<file path="config.mk">
export PLATFORM = sky130hd
export DESIGN_NAME = ks_pipe_adder_flat
export DESIGN_NICKNAME = d
export VERILOG_FILES = /design/src/rtl/ks_pipe_adder_if.sv /design/src/rtl/ks_pipe_adder.sv /design/src/flat_wrapper.sv
export SDC_FILE = /design/constraint.sdc
export NUM_CORES = 1
export LEC_CHECK = 0
export BUFFER_PORTS_ARGS = -buffer_cell sky130_fd_sc_hd__buf_2
export CAP_MARGIN = 20
export CORE_ASPECT_RATIO = 1.5
export CORE_MARGIN = 2
export CORE_UTILIZATION = 53
export CTS_CLUSTER_SIZE = 8
export DETAILED_ROUTE_END_ITERATION = 8
export PLACE_DENSITY = 0.83
export SLEW_MARGIN = 0
export SYNTH_ARGS = -nofsm -noshare
export SYNTH_HDL_FRONTEND = slang
export SYNTH_SLANG_ARGS = --single-unit
</file>
<file path="constraint.sdc">
create_clock -name clk -period 5.1 [get_ports clk]
set_input_delay 0.51 -clock clk [delete_from_list [all_inputs] [get_ports clk]]
set_output_delay 0.51 -clock clk [all_outputs]
set_load 0.05 [all_outputs]
</file>
<file path="src/rtl/ks_pipe_adder_if.sv">
// Stream bundle for ks_pipe_adder: operand side and result side.
// The adder takes the slave view; the producer/consumer takes master.
interface ks_pipe_adder_if #(
   parameter int WIDTH = 32,
   parameter int TAG_W = 4
);
   logic             in_valid;
   logic             in_ready;
   logic [WIDTH-1:0] in_a;
   logic [WIDTH-1:0] in_b;
   logic             in_cin;
   logic             in_sub;
   logic [TAG_W-1:0] in_tag;
   logic             out_valid;
   logic             out_ready;
   logic [WIDTH-1:0] out_sum;
   logic             out_cout;
   logic             out_ovf;
   logic             out_zero;
   logic [TAG_W-1:0] out_tag;

   modport master (
      output in_valid, in_a, in_b, in_cin, in_sub, in_tag, out_ready,
      input  in_ready, out_valid, out_sum, out_cout, out_ovf, out_zero,
      input  out_tag
   );

   modport slave (
      input  in_valid, in_a, in_b, in_cin, in_sub, in_tag, out_ready,
      output in_ready, out_valid, out_sum, out_cout, out_ovf, out_zero,
      output out_tag
   );
endinterface

</file>
<file path="src/rtl/ks_pipe_adder.sv">
// Pipelined Kogge-Stone add/sub with valid/ready stream and tag sideband.
// One global enable stalls every stage together while the result is held.
module ks_pipe_adder #(
   parameter int WIDTH      = 32,
   parameter int PIPE_EVERY = 2,
   parameter int TAG_W      = 4
) (
   input logic           clk,
   input logic           rst,
   ks_pipe_adder_if.slave io
);
   localparam int LOG2W = $clog2(WIDTH);
   localparam int NSEG  = (LOG2W + PIPE_EVERY - 1) / PIPE_EVERY;

   typedef logic [WIDTH-1:0] vec_t;

   // Register s holds the state entering prefix level s*PIPE_EVERY
   vec_t             g_q  [NSEG];
   vec_t             p_q  [NSEG];
   vec_t             po_q [NSEG];
   logic             v_q  [NSEG];
   logic             am_q [NSEG];
   logic             bm_q [NSEG];
   logic             c0_q [NSEG];
   logic [TAG_W-1:0] t_q  [NSEG];

   logic             out_valid_q;
   vec_t             sum_q;
   logic             cout_q;
   logic             ovf_q;
   logic             zero_q;
   logic [TAG_W-1:0] tag_q;

   logic en;
   vec_t b_eff_d;
   vec_t p_d;
   vec_t g_d;
   logic c0_d;

   assign en = !out_valid_q || io.out_ready;

   always_comb begin
      b_eff_d = io.in_sub ? ~io.in_b : io.in_b;
      c0_d    = io.in_sub | io.in_cin;
      p_d     = io.in_a ^ b_eff_d;
      g_d     = io.in_a & b_eff_d;
      g_d[0]  = g_d[0] | (p_d[0] & c0_d);
   end

   vec_t lg_i [LOG2W];
   vec_t lp_i [LOG2W];
   vec_t lg_o [LOG2W];
   vec_t lp_o [LOG2W];

   for (genvar k = 0; k < LOG2W; k++) begin : g_lvl
      if (k % PIPE_EVERY == 0) begin : g_src_reg
         assign lg_i[k] = g_q[k / PIPE_EVERY];
         assign lp_i[k] = p_q[k / PIPE_EVERY];
      end else begin : g_src_chain
         assign lg_i[k] = lg_o[k-1];
         assign lp_i[k] = lp_o[k-1];
      end
      for (genvar i = 0; i < WIDTH; i++) begin : g_bit
         if (i < (1 << k)) begin : g_pass
            assign lg_o[k][i] = lg_i[k][i];
            assign lp_o[k][i] = lp_i[k][i];
         end else begin : g_op
            assign lg_o[k][i] = lg_i[k][i]
                              | (lp_i[k][i] & lg_i[k][i - (1 << k)]);
            assign lp_o[k][i] = lp_i[k][i] & lp_i[k][i - (1 << k)];
         end
      end
   end

   // Group propagate of the last level has no consumer
   logic unused_p;
   assign unused_p = ^lp_o[LOG2W-1];

   vec_t gf;
   vec_t sum_d;
   logic cout_d;
   logic ovf_d;
   logic zero_d;

   assign gf     = lg_o[LOG2W-1];
   assign sum_d  = po_q[NSEG-1] ^ {gf[WIDTH-2:0], c0_q[NSEG-1]};
   assign cout_d = gf[WIDTH-1];
   assign ovf_d  = (am_q[NSEG-1] == bm_q[NSEG-1])
                && (sum_d[WIDTH-1] != am_q[NSEG-1]);
   assign zero_d = ~|sum_d;

   always_ff @(posedge clk) begin
      if (rst) begin
         for (int s = 0; s < NSEG; s++) v_q[s] <= 1'b0;
         out_valid_q <= 1'b0;
         sum_q       <= '0;
         cout_q      <= 1'b0;
         ovf_q       <= 1'b0;
         zero_q      <= 1'b0;
         tag_q       <= '0;
      end else if (en) begin
         v_q[0] <= io.in_valid;
         for (int s = 1; s < NSEG; s++) v_q[s] <= v_q[s-1];
         out_valid_q <= v_q[NSEG-1];
         if (v_q[NSEG-1]) begin
            sum_q  <= sum_d;
            cout_q <= cout_d;
            ovf_q  <= ovf_d;
            zero_q <= zero_d;
            tag_q  <= t_q[NSEG-1];
         end
      end
   end

   always_ff @(posedge clk) begin
      if (en) begin
         if (io.in_valid) begin
            g_q[0]  <= g_d;
            p_q[0]  <= p_d;
            po_q[0] <= p_d;
            am_q[0] <= io.in_a[WIDTH-1];
            bm_q[0] <= b_eff_d[WIDTH-1];
            c0_q[0] <= c0_d;
            t_q[0]  <= io.in_tag;
         end
         for (int s = 1; s < NSEG; s++) begin
            g_q[s]  <= lg_o[s*PIPE_EVERY-1];
            p_q[s]  <= lp_o[s*PIPE_EVERY-1];
            po_q[s] <= po_q[s-1];
            am_q[s] <= am_q[s-1];
            bm_q[s] <= bm_q[s-1];
            c0_q[s] <= c0_q[s-1];
            t_q[s]  <= t_q[s-1];
         end
      end
   end

   assign io.in_ready  = en;
   assign io.out_valid = out_valid_q;
   assign io.out_sum   = sum_q;
   assign io.out_cout  = cout_q;
   assign io.out_ovf   = ovf_q;
   assign io.out_zero  = zero_q;
   assign io.out_tag   = tag_q;
endmodule

</file>
<file path="src/flat_wrapper.sv">
// flat-port wrapper written by rule: the top's interface ports become plain ports
module ks_pipe_adder_flat 
#(
   parameter int WIDTH      = 32,
   parameter int PIPE_EVERY = 2,
   parameter int TAG_W      = 4
)
  (clk, rst, io_in_valid, io_in_a, io_in_b, io_in_cin, io_in_sub, io_in_tag, io_out_ready, io_in_ready, io_out_valid, io_out_sum, io_out_cout, io_out_ovf, io_out_zero, io_out_tag);
  ks_pipe_adder_if #(.WIDTH(WIDTH), .TAG_W(TAG_W)) io_i ();
  input logic clk;
  input logic rst;
  input wire logic [$bits(io_i.in_valid)-1:0] io_in_valid;
  input wire logic [$bits(io_i.in_a)-1:0] io_in_a;
  input wire logic [$bits(io_i.in_b)-1:0] io_in_b;
  input wire logic [$bits(io_i.in_cin)-1:0] io_in_cin;
  input wire logic [$bits(io_i.in_sub)-1:0] io_in_sub;
  input wire logic [$bits(io_i.in_tag)-1:0] io_in_tag;
  input wire logic [$bits(io_i.out_ready)-1:0] io_out_ready;
  output wire logic [$bits(io_i.in_ready)-1:0] io_in_ready;
  output wire logic [$bits(io_i.out_valid)-1:0] io_out_valid;
  output wire logic [$bits(io_i.out_sum)-1:0] io_out_sum;
  output wire logic [$bits(io_i.out_cout)-1:0] io_out_cout;
  output wire logic [$bits(io_i.out_ovf)-1:0] io_out_ovf;
  output wire logic [$bits(io_i.out_zero)-1:0] io_out_zero;
  output wire logic [$bits(io_i.out_tag)-1:0] io_out_tag;
  assign io_i.in_valid = io_in_valid;
  assign io_i.in_a = io_in_a;
  assign io_i.in_b = io_in_b;
  assign io_i.in_cin = io_in_cin;
  assign io_i.in_sub = io_in_sub;
  assign io_i.in_tag = io_in_tag;
  assign io_i.out_ready = io_out_ready;
  assign io_in_ready = io_i.in_ready;
  assign io_out_valid = io_i.out_valid;
  assign io_out_sum = io_i.out_sum;
  assign io_out_cout = io_i.out_cout;
  assign io_out_ovf = io_i.out_ovf;
  assign io_out_zero = io_i.out_zero;
  assign io_out_tag = io_i.out_tag;
  ks_pipe_adder #(.WIDTH(WIDTH), .PIPE_EVERY(PIPE_EVERY), .TAG_W(TAG_W)) u_core (.clk(clk), .rst(rst), .io(io_i));
endmodule
</file>
-- Yosys cells after proc, flatten, opt, wreduce, memory -nomap -nowiden
Memory sizes are Yosys's and may differ from the RTL's. A register that Yosys moved wholly into a read port is not among the register bits.
Index checks and enable logic that the tools add are counted.
- eq/ne operators: 2
- muxes and demuxes: 13
- bitwise gates (word level): 381
- reduce and logical (&&, ||, !) cells: 6
- operators by type and width (cell ; number):
    $and A1 B1 Y1 ; 243
    $or A1 B1 Y1 ; 134
    $xor A32 B32 Y32 ; 2
    $and A32 B32 Y32 ; 1
    $mux W32 ; 1
    $not A32 Y32 ; 1
    $reduce_or A32 Y1 ; 1
    $mux W1 ; 12
    $logic_not A1 Y1 ; 2
    $reduce_and A2 Y1 ; 1
    $eq A1 B1 Y1 ; 1
    $logic_and A1 B1 Y1 ; 1
    $logic_or A1 B1 Y1 ; 1
    $ne A1 B1 Y1 ; 1
- register bits after elaboration: 36
- RAM bits: 312
- bits of input ports: 74
- output and inout bits: 41
- logic and storage cells: 415
- memories kept: 8
- memories (name ; words ; bits a word ; rd ports ; clocked after Yosys merged registers in ; wr ports ; line ; source):
    u_core.g_q ; 3 ; 32 ; 3 ; 0 ; 3 ; ks_pipe_adder.sv:18 ; vec_t g_q [NSEG];
    u_core.p_q ; 3 ; 32 ; 3 ; 0 ; 3 ; ks_pipe_adder.sv:19 ; vec_t p_q [NSEG];
    u_core.po_q ; 3 ; 32 ; 3 ; 0 ; 3 ; ks_pipe_adder.sv:20 ; vec_t po_q [NSEG];
    u_core.t_q ; 3 ; 4 ; 3 ; 1 ; 3 ; ks_pipe_adder.sv:25 ; logic [TAG_W-1:0] t_q [NSEG];
    u_core.am_q ; 3 ; 1 ; 3 ; 0 ; 3 ; ks_pipe_adder.sv:22 ; logic am_q [NSEG];
    u_core.bm_q ; 3 ; 1 ; 3 ; 0 ; 3 ; ks_pipe_adder.sv:23 ; logic bm_q [NSEG];
    2 more memories ; -- ; -- ; -- ; -- ; -- ; -- ;

-- Longest topological paths before layout
- depth in word-level cells: 6
- depth in mapped cells: 7
- mapped depth without buffers: 6

-- Least setup slack after synthesis
No wires, ideal clock.
- path type: register to register
- start: register u_core.out_valid_q, in the netlist u_core.io.out_valid, read port of u_core.v_q
- end: memory u_core.am_q[0][0] (enable)
- library setup time: 436 ps
- arrival time: 4766 ps
- required time: 4664 ps
- setup slack: -102 ps
- stages on the path, launching flop included: 4
- path buffers: 0
- clock period less this slack: 5202 ps
- cells stage by stage: dfxtp_1 > nor2b_4 > inv_2 > and2_1
- RTL lines (what ; line ; source):
    from (decl) ; ks_pipe_adder.sv:27 ; logic out_valid_q;
    to (decl) ; ks_pipe_adder.sv:22 ;

==> results.py <==
metrics = {
    "finish": {
        "final_area_sq_um": 13600,
        "n_fill_cell": 1424,
        "area_growth_pct": 18.0,
        "multiInputGateArea_sq_um": 2820,
        "nNetsFinal": 1037,
        "seqCellArea_sq_um": 8610,
        "final_layout_size_suffix_gt1_frac": 0.201,
        "num_antenna_cells": 0,
    },
    "route": {
        "route.detailed.drc": 0,
        "dr.first_iter.drc_count": 746,
        "wl_per_cell_um": 19.1,
        "wl_mm": 23.3,
        "vias_per_cell": 5.50,
        "antenna_left": 0,
        "firstDrtPassIters": 6,
        "num_vias": 6719,
    },
    "global_routing": {
        "grt_pass1_wl_mm": 35.9,
        "grt_max_degree": 68,
        "track_usage": 0.201,
        "grt_pass1_vias": 6965,
        "grt.overflow.total": 0,
        "antenna_found_initial": 0,
    },
    "sta": {
        "period_minus_slack_ns": 2.47,
        "grt_setup_unrepaired": "no",
        "tightest_slew_ns": 0.962,
        "final.setup_skew_ns": 0.0134,
        "fin_setup_tns_ns": 0,
        "hold_violations": 0,
        "fin_crit_sh": 0.483,
        "fmax_mhz": 406,
        "fin_ws_ns": 2.63,
        "setup_viol": 0,
        "slew_headroom": 0.359,
        "slew_viol_final": 0,
    },
    "synth": {
        "synth_top_cells_by_area": "edfxtp_1 (68%), dfxtp_1 (6.9%), ha_1 (3.5%)",
        "ys_ff_latch": 300,
        "synthTopCellsByCount": "edfxtp_1 (260), nand2_1 (101), a21oi_1 (75)",
        "synthCells": 784,
        "yosysMostFrequentCell": "edfxtp_1",
        "yosys.area.top_type": "edfxtp_1",
        "synth_cell_types": 36,
        "synth.yosys.seq_area_share": 0.745,
        "async_reset_ff_frac": 0,
        "syn_avg_cell_area_sq_um": 14.7,
        "netlist_area_sq_um": 11600,
        "synth.top_cell.area_share": 0.675,
        "synth_edf_count": 260,
        "synth_warnings": 0,
        "synth-main-ff-cell": "edfxtp_1",
        "syn_nets": 890,
    },
    "place": {
        "portBuffers": 114,
        "pre_cts_ws_ns": 2.40,
        "place_congestion": 0.945,
        "placement.cell_area_sq_um": 12400,
        "dp_hpwl_mm": 15.2,
    },
    "critical_path": {
        "worst_r2r_endpoint": "u_core.g_q[0][6]$_DFFE_PP_",
        "worst-r2r-setup-slack_ns": 2.63,
        "worstPathArrival_ns": 2.62,
        "timing.rr.start": "u_core.io.out_valid$_SDFFE_PP0N_",
        "cp_max_fo": 64,
        "end_kind": "flip-flop",
        "reg2regPathDepth": 4,
        "worstSetupPathType": "flip-flop to flip-flop",
        "required_ns": 5.25,
        "cp-start-kind": "flip-flop",
    },
    "cts": {
        "cts_tree": "done",
        "clockBufferDepth": 3,
        "clkLatencyLatePin_ns": 0.51,
        "cts-hold-fix-buffers": 0,
        "h-tree-depth": 2,
        "cts_sinks": 300,
        "ctsResizeCount": 0,
        "cts_buffers": 43,
        "path_clk_slew_ns": 0.05,
        "post_cts_buffers": 0,
        "clockRootBuffer": "clkbuf_16",
    },
    "hold_path": {
        "hold_path_class": "input port to flip-flop",
        "worstHoldEndpoint": "u_core.t_q[0][0]$_DFFE_PP_",
        "min_from": "io_in_tag[0]",
        "whs_path_depth": 1,
    },
    "status": {
        "status": "finished clean",
    },
    "pwr": {
        "vdd_drop_max_mv": 0.264,
        "p_leak_nw": 5.19,
        "finalPower_mw": 6.14,
        "power_per_cell_area_nw_per_um2": 450,
    },
    "floorplanning": {
        "io_pins": 115,
        "die_y_um": 185,
        "die_x_um": 125,
        "fp-row-count": 66,
        "core_region_area_sq_um": 21600,
        "die-area_sq_um": 23000,
        "start_util": 0.536,
    },
    "run": {
        "maxCapViolCount": 0,
    },
}
-- critical path, cell delays in order, from the launching register on --
cell and delay [ns]:
dfxtp_1 0.30, nor2b_4 0.15, inv_6 0.42, and2_2 0.71, buf_4 0.48
-- power by group --
group	total [mW]	switching, mW	internal [mW]	leakage [nW]
clock	2.56	0.929	1.63	0.589
combinational	0.472	0.304	0.167	1.53
sequential	3.11	0.158	2.95	3.07
-- worst max path at each step --
stage | start | endpoint | cells after the start
2_1_floorplan | u_core.io.out_valid$_SDFFE_PP0N_ | u_core.am_q[0][0]$_DFFE_PP_ | 3
3_3_place_gp | io_out_ready | u_core.c0_q[0][0]$_DFFE_PP_ | 5
3_5_place_dp | io_out_ready | u_core.po_q[0][0]$_DFFE_PP_ | 5
4_1_cts | u_core.io.out_valid$_SDFFE_PP0N_ | u_core.g_q[0][6]$_DFFE_PP_ | 4
5_1_grt | u_core.io.out_valid$_SDFFE_PP0N_ | u_core.g_q[0][1]$_DFFE_PP_ | 4
6_report | u_core.io.out_valid$_SDFFE_PP0N_ | u_core.g_q[0][6]$_DFFE_PP_ | 4
-- area by class of cell --
class	count	area share
Timing Repair Buffer	119	0.0455
Tap cell	272	0.0250
Inverter	6	0.00202
Clock inverter	1	0.00220
Clock buffer	62	0.0872
Multi-Input combinational cell	461	0.207
Sequential cell	300	0.631
-- sequential cells by signal, indices dropped and copies added, names as in the netlist --
name	flops
u_core.am_q	3
u_core.bm_q	3
u_core.c0_q	3
u_core.g_q	96
u_core.io.out_cout	1
u_core.io.out_ovf	1
u_core.io.out_sum	32
u_core.io.out_tag	4
u_core.io.out_valid	1
u_core.io.out_zero	1
u_core.p_q	44
u_core.po_q	96
u_core.t_q	12
u_core.v_q	3
-- placed cells by master, fill, tap and decap left out, drive strengths merged, types with 2 or more instances in the layout --
cell,instances
xnor2,31
nand2,101
xor2,33
nand2b,6
nor2b,7
edfxtp,260
nand4,3
a21oi,78
ha,32
o21ai,41
nand3,14
a21o,11
a211oi,17
dfxtp,40
inv,6
nor3b,2
o21bai,5
nor4,4
clkbuf,62
buf,119
and2,2
nor2,67
-- layer usage --
| metal | global-route usage | up-vias | wire [um] |
|---|---|---|---|
| li1 | - | 3159 | - |
| met1 | 0.219 | 3187 | 8270 |
| met2 | 0.368 | 308 | 12600 |
| met3 | 0.0341 | 65 | 1350 |
| met4 | 0.117 | 0 | 1090 |
| met5 | 0 | - | 0 |
-- cell families after synthesis --
logic type      synth area share
flops                      0.745
compound gates            0.0822
buf+inv                   0.0114
xor+xnor                  0.0485
simple gates              0.0787
fa+ha+maj                 0.0346
-- stage by stage --
step / hold slack (ns) / cells / util
final: 0.175 / 1221 / 0.633
after global routing: 0.169 / 1221 / 0.633
after CTS: 0.172 / 1220 / 0.632
after detailed placement: 0.405 / 1157 / 0.575
after global placement: 0.401 / 1157 / 0.575
after floorplan: 0.400 / 784 / -
Note: power is estimated with default switching activity, not from simulation.
